$ cat src/rtl/adder_sweep_controller_pkg.sv
// Shared types and sizing helpers for the adder sweep controller.
// Sweep state encoding, vector width and settle-counter width.
package sweep_pkg;

  typedef enum logic [1:0] {
    IDLE,
    APPLY,
    CHECK,
    DONE
  } sweep_state_e;

  localparam int unsigned SETTLE_W_MIN = 1;

  // {A,B,Cin} packed test-vector width for a given operand width.
  function automatic int unsigned vec_w(input int unsigned width);
    return 2 * width + 1;
  endfunction

  // Settle counter width; SETTLE=1 still needs a 1-bit counter.
  function automatic int unsigned settle_w(input int unsigned settle);
    return (settle > 1) ? $clog2(settle) : SETTLE_W_MIN;
  endfunction

endpackage

$ cat src/rtl/adder_sweep_controller_if.sv
// Test-vector bus between the sweep controller and the DUT/golden adder pair.
// master = controller (drives vectors), slave = adder side (returns results).
interface adder_sweep_controller_if #(
  parameter int unsigned WIDTH = 2
);
  logic [WIDTH-1:0] tvA;
  logic [WIDTH-1:0] tvB;
  logic             tvCin;
  logic [WIDTH-1:0] dutSum;
  logic             dutCout;
  logic [WIDTH-1:0] goldSum;
  logic             goldCout;

  modport master (
    output tvA, tvB, tvCin,
    input  dutSum, dutCout, goldSum, goldCout
  );

  modport slave (
    input  tvA, tvB, tvCin,
    output dutSum, dutCout, goldSum, goldCout
  );
endinterface

$ cat src/rtl/adder_sweep_controller_mismatch_logger.sv
// Saturating mismatch counter plus capture of the first failing {A,B,Cin} vector.
// clear restarts logging at the beginning of each sweep.
module sweep_mismatch_logger #(
  parameter int unsigned VW   = 5,
  parameter int unsigned ERRW = 8
) (
  input  logic            clk,
  input  logic            reset,
  input  logic            clear,
  input  logic            check_en,
  input  logic            mismatch,
  input  logic [VW-1:0]   idx,
  output logic [ERRW-1:0] err_count,
  output logic [VW-1:0]   first_fail_vec,
  output logic            first_fail_vld
);

  logic [ERRW-1:0] err_q, err_d;
  logic [VW-1:0]   vec_q, vec_d;
  logic            vld_q, vld_d;

  always_comb begin
    err_d = err_q;
    vec_d = vec_q;
    vld_d = vld_q;
    if (clear) begin
      err_d = '0;
      vec_d = '0;
      vld_d = 1'b0;
    end else if (check_en && mismatch) begin
      if (err_q != '1) begin
        err_d = err_q + 1'b1;
      end
      if (!vld_q) begin
        vec_d = idx;
        vld_d = 1'b1;
      end
    end
  end

  always_ff @(posedge clk) begin
    if (reset) begin
      err_q <= '0;
      vec_q <= '0;
      vld_q <= 1'b0;
    end else begin
      err_q <= err_d;
      vec_q <= vec_d;
      vld_q <= vld_d;
    end
  end

  assign err_count      = err_q;
  assign first_fail_vec = vec_q;
  assign first_fail_vld = vld_q;

endmodule

$ cat src/rtl/adder_sweep_controller.sv
// Exhaustive {A,B,Cin} sweep sequencer: applies each vector for SETTLE cycles,
// compares DUT against golden for one cycle, and logs mismatches.
module adder_sweep_controller
  import sweep_pkg::*;
#(
  parameter int unsigned WIDTH        = 2,
  parameter int unsigned SETTLE       = 2,
  parameter int unsigned ERRW         = 8,
  parameter bit          STOP_ON_FAIL = 1'b0
) (
  input  logic                      clk,
  input  logic                      reset,
  input  logic                      start,
  adder_sweep_controller_if.master  bus,
  output logic                      busy,
  output logic                      done,
  output logic                      pass,
  output logic [ERRW-1:0]           errCount,
  output logic [2*WIDTH:0]          firstFailVec,
  output logic                      firstFailVld
);

  localparam int unsigned VW = vec_w(WIDTH);
  localparam int unsigned SW = settle_w(SETTLE);
  localparam logic [SW-1:0] SETTLE_LAST = SW'(SETTLE - 1);

  sweep_state_e   state_q, state_d;
  logic [VW-1:0]  idx_q, idx_d;
  logic [SW-1:0]  settle_q, settle_d;
  logic [VW-1:0]  tv_q, tv_d;
  logic           clear;
  logic           check_en;
  logic           mismatch;

  assign mismatch = {bus.dutCout, bus.dutSum} != {bus.goldCout, bus.goldSum};

  always_comb begin
    state_d  = state_q;
    idx_d    = idx_q;
    settle_d = settle_q;
    clear    = 1'b0;
    check_en = 1'b0;
    unique case (state_q)
      IDLE, DONE: begin
        if (start) begin
          state_d  = APPLY;
          idx_d    = '0;
          settle_d = '0;
          clear    = 1'b1;
        end
      end
      APPLY: begin
        if (settle_q == SETTLE_LAST) begin
          state_d  = CHECK;
          settle_d = '0;
        end else begin
          settle_d = settle_q + 1'b1;
        end
      end
      CHECK: begin
        check_en = 1'b1;
        if (idx_q == '1 || (STOP_ON_FAIL && mismatch)) begin
          state_d = DONE;
        end else begin
          idx_d   = idx_q + 1'b1;
          state_d = APPLY;
        end
      end
      default: state_d = IDLE;
    endcase
    // Vector register follows the next state so tv* are zero exactly outside APPLY/CHECK.
    tv_d = (state_d == APPLY || state_d == CHECK) ? idx_d : '0;
  end

  always_ff @(posedge clk) begin
    if (reset) begin
      state_q  <= IDLE;
      idx_q    <= '0;
      settle_q <= '0;
      tv_q     <= '0;
    end else begin
      state_q  <= state_d;
      idx_q    <= idx_d;
      settle_q <= settle_d;
      tv_q     <= tv_d;
    end
  end

  sweep_mismatch_logger #(
    .VW   (VW),
    .ERRW (ERRW)
  ) u_logger (
    .clk            (clk),
    .reset          (reset),
    .clear          (clear),
    .check_en       (check_en),
    .mismatch       (mismatch),
    .idx            (idx_q),
    .err_count      (errCount),
    .first_fail_vec (firstFailVec),
    .first_fail_vld (firstFailVld)
  );

  assign bus.tvA   = tv_q[VW-1:WIDTH+1];
  assign bus.tvB   = tv_q[WIDTH:1];
  assign bus.tvCin = tv_q[0];

  assign busy = (state_q == APPLY) || (state_q == CHECK);
  assign done = (state_q == DONE);
  assign pass = done && (errCount == '0);

endmodule

$ cat src/flat_wrapper.sv
// flat-port wrapper written by rule: the top's interface ports become plain ports
module adder_sweep_controller_flat import sweep_pkg::*;
#(
  parameter int unsigned WIDTH        = 2,
  parameter int unsigned SETTLE       = 2,
  parameter int unsigned ERRW         = 8,
  parameter bit          STOP_ON_FAIL = 1'b0
)
  (clk, reset, start, busy, done, pass, errCount, firstFailVec, firstFailVld, bus_tvA, bus_tvB, bus_tvCin, bus_dutSum, bus_dutCout, bus_goldSum, bus_goldCout);
  adder_sweep_controller_if #(.WIDTH(WIDTH)) bus_i ();
  input  logic clk;
  input  logic reset;
  input  logic start;
  output logic busy;
  output logic done;
  output logic pass;
  output logic [ERRW-1:0] errCount;
  output logic [2*WIDTH:0] firstFailVec;
  output logic firstFailVld;
  output wire logic [$bits(bus_i.tvA)-1:0] bus_tvA;
  output wire logic [$bits(bus_i.tvB)-1:0] bus_tvB;
  output wire logic [$bits(bus_i.tvCin)-1:0] bus_tvCin;
  input wire logic [$bits(bus_i.dutSum)-1:0] bus_dutSum;
  input wire logic [$bits(bus_i.dutCout)-1:0] bus_dutCout;
  input wire logic [$bits(bus_i.goldSum)-1:0] bus_goldSum;
  input wire logic [$bits(bus_i.goldCout)-1:0] bus_goldCout;
  assign bus_tvA = bus_i.tvA;
  assign bus_tvB = bus_i.tvB;
  assign bus_tvCin = bus_i.tvCin;
  assign bus_i.dutSum = bus_dutSum;
  assign bus_i.dutCout = bus_dutCout;
  assign bus_i.goldSum = bus_goldSum;
  assign bus_i.goldCout = bus_goldCout;
  adder_sweep_controller #(.WIDTH(WIDTH), .SETTLE(SETTLE), .ERRW(ERRW), .STOP_ON_FAIL(STOP_ON_FAIL)) u_core (.clk(clk), .reset(reset), .start(start), .bus(bus_i), .busy(busy), .done(done), .pass(pass), .errCount(errCount), .firstFailVec(firstFailVec), .firstFailVld(firstFailVld));
endmodule
$ cat config.mk
export PLATFORM = sky130hd
export DESIGN_NAME = adder_sweep_controller_flat
export DESIGN_NICKNAME = d
export VERILOG_FILES = /design/src/rtl/adder_sweep_controller_pkg.sv /design/src/rtl/adder_sweep_controller_if.sv /design/src/rtl/adder_sweep_controller_mismatch_logger.sv /design/src/rtl/adder_sweep_controller.sv /design/src/flat_wrapper.sv
export SDC_FILE = /design/constraint.sdc
export NUM_CORES = 1
export LEC_CHECK = 0
export ABC_AREA = 1
export BUFFER_PORTS_ARGS = -buffer_cell sky130_fd_sc_hd__buf_4
export CAP_MARGIN = 5
export CORE_AREA = 2 2 67 50
export CTS_CLUSTER_DIAMETER = 200
export DETAILED_ROUTE_END_ITERATION = 10
export DIE_AREA = 0 0 69 52
export GPL_ROUTABILITY_DRIVEN = 0
export GPL_TIMING_DRIVEN = 1
export PLACE_DENSITY = 0.86
export RECOVER_POWER = 50
export SETUP_SLACK_MARGIN = 0.2
export SLEW_MARGIN = 20
export SYNTH_ARGS = -nofsm -noshare
export SYNTH_HDL_FRONTEND = slang
export SYNTH_SLANG_ARGS = --single-unit
$ cat constraint.sdc
create_clock -name clk -period 1.7 [get_ports clk]
set_input_delay 0 -clock clk [delete_from_list [all_inputs] [get_ports clk]]
set_output_delay 0 -clock clk [all_outputs]
set_load 0.01 [all_outputs]
==> flow_summary.toml <==
[outcome]
status = "complete, no violations"

[flow_run]
cap_violations = 0

[min_path]
hp-class = "in2reg"

[layout]
syn_to_final_growth_pct = 23.3
drive_above_1_share_pct = 25.5
final_nets = 259
post-route-util_pct = 62.2
layout_commonest_cell = "nand2_1"
n_antenna_cell = 0
final_cell_mix = "nand2_1 (46), dfxtp_1 (25), inv_1 (24), nor2_1 (18), clkbuf_1 (18)"

[synthesis]
async_flop_share_pct = 0
synthCells = 210
synth_warnings = 0
synth_fp_nets = 225
synth_top_family_by_area = "simple AND/OR/NAND/NOR gates"
synthAdderAreaFrac_pct = 5.00
ys_seq_area_share_pct = 36.0
syn_area_sq_mm = 0.00150
synth_compound_area_share_pct = 9.41
muxShareOfSynthArea_pct = 0
syn_area_per_cell_sq_um = 7.16
synth-main-ff-cell = "dfxtp_1"
synth_cell_types = 28
yosys.area_share.xor_xnor_pct = 1.17
synth-simple-area-share_pct = 38.2
ys_ff_latch = 27
synth_edf_count = 0

[sta]
grt_setup_unrepaired = "true"
period_needed_ns = 1.58
finalCritPeriodShare_pct = 92.8
tns_ns = 0
clock.fmax_mhz = 634
worst_pin_slew_ns = 0.344
slew_headroom_pct = 77.0
slew_violations = 0
finalSetupViolCount = 0
skew_ns = 0.00747
hold_viol = 0

[cts]
cts-root-buf = "clkbuf_8"
clk_pin_slew_worst_paths_ns = 0.09
clockBufferDepth = 2
cts_num_sinks = 27
ctsHtreeMaxLevel = 1
cts_buffers = 3
cts_tree = "built"
insertion_delay_ns = 0.27

[detailed_routing]
drc_errors = 0
final_antenna_net_count = 0
via_per_inst = 5.28
drtIter0Drc = 54
drtPass1Iterations = 4
num_vias = 1483
finalWirelength_um = 3510
post_drt_wl_per_cell_um = 12.5

[global_route]
grt_max_degree = 15
track_usage_pct = 19.0
overflow = 0
grt_pass1_wl_um = 5580
first_global_vias = 1332
antenna_found_initial = 0

[floorplanning]
dieArea_sq_mm = 0.00359
fp.dieH_um = 52
coreArea_sq_mm = 0.00298
io_pins = 31
start_util_pct = 50.5
dieWidth_um = 69
rows = 17

[worst_setup_path]
critPathKind = "reg2reg"
crit_arrival_ns = 1.78
cp-end-kind = "flop"
crit_fanout = 5
critPathMaxStageDelay_ns = 0.41
startpoint_type = "flop"
slowest_stage = "dfxtp_1"
crit_chain = "inv_1, ha_4, inv_2, nor2_1, a21oi_2, nand2_1, nand2_2, nand3_4, nor2_2"
worstPathRequired_ns = 1.91

[power_and_ir_drop]
power_density_mw_per_mm2 = 704
vdd_ir_drop_max_uv = 497
p_leak_uw = 0.000777

[placed_design]
portBuffers = 30
dp.final_hpwl_um = 2510
synth_stat cells (3+ instances only):
cell     number  area, sq um
nand2_1      48          180
dfxtp_1      27          541
inv_1        26         97.6
nor2_1       25         93.8
a21oi_1      14         70.1
nand4_1      13         81.3
nand3_1      11         55.1
ha_1          6         75.1
nand3_2       5         50.1
o21ai_0       5         25.0
inv_2         4         15.0
a21oi_2       3         26.3
buf_2         3         15.0
nand2_2       3         18.8
worst max-delay path, delay by kind of cell, from the launching register on:
family | cells | cell delay (ns)
AO/OA/AOI/OAI | 1 | 0.21
adder cells (fa/ha/maj) | 1 | 0.20
buffers and inverters | 2 | 0.19
flip-flops | 1 | 0.41
AND/OR/NAND/NOR | 5 | 0.50
metal layers:
| layer | track usage, % | up-vias | routed length [um] |
|---|---|---|---|
| li1 | - | 744 | - |
| met1 | 24.3 | 672 | 1650 |
| met4 | 5.23 | 0 | 24 |
| met2 | 33.0 | 63 | 1620 |
| met5 | 0 | - | 0 |
| met3 | 3.88 | 4 | 217 |
per-stage QoR:
step / setup slack (ns) / power, uW / cell area (sq um) / hold slack, ns / cells
after floorplan: 0.238 / 821 / 1510 / 0.224 / 210
after global placement: 0.155 / 875 / 1750 / 0.249 / 274
after detailed placement: 0.114 / 880 / 1750 / 0.252 / 274
after CTS: 0.205 / 1240 / 1830 / 0.0923 / 279
after global routing: 0.0394 / 1370 / 1850 / 0.128 / 281
final: 0.123 / 1300 / 1850 / 0.105 / 281
kinds of logic (layout without fill, tap and decap cells):
| family | after synthesis | after routing |
|---|---|---|
| AO/OA/AOI/OAI | 25 | 25 |
| XOR/XNOR | 2 | 2 |
| adder cells (fa/ha/maj) | 6 | 6 |
| buffers and inverters | 36 | 69 |
| flip-flops | 27 | 27 |
| AND/OR/NAND/NOR | 114 | 114 |
layout make-up:
cell class | instances | area (sq um)
multi-input combinational | 147 | 901
tap | 38 | 47.5
fill | 276 | 1120
sequential | 27 | 543
inverter | 30 | 115
clock buffer | 4 | 45.0
timing repair buffer | 35 | 201
path summary, 6_finish.rpt:
path | start | end | slack (ns) | depth (start not counted)
worst max-delay path | u_core.state_q[1] | u_core.tv_q[4] | 0.12 | 9
worst min-delay path | start | u_core.settle_q | 0.10 | 4
worst max register to register | u_core.state_q[1] | u_core.tv_q[4] | 0.12 | 9
worst min register to register | u_core.u_logger.first_fail_vec[4] | u_core.u_logger.first_fail_vec[4] | 0.47 | 2
sequential cells by signal (all words and copies together), names as in the netlist:
register,flops
u_core.u_logger.err_count,8
u_core.idx_q,5
u_core.tv_q,5
u_core.u_logger.first_fail_vec,5
u_core.state_q,2
u_core.settle_q,1
u_core.u_logger.first_fail_vld,1
repair_timing:
item	4_1_cts	5_1_grt
endpoints found under the hold margin	8	0
pin swaps	0	7
buffers inserted	0	2
hold buffers	1	0
setup endpoints to repair	16	18
gates resized for setup	5	26
where the power goes:
part           switching, uW  internal [uW]
sequential              11.2            642
clock                    184            167
combinational            185            114
(Power assumes the default switching activity.)
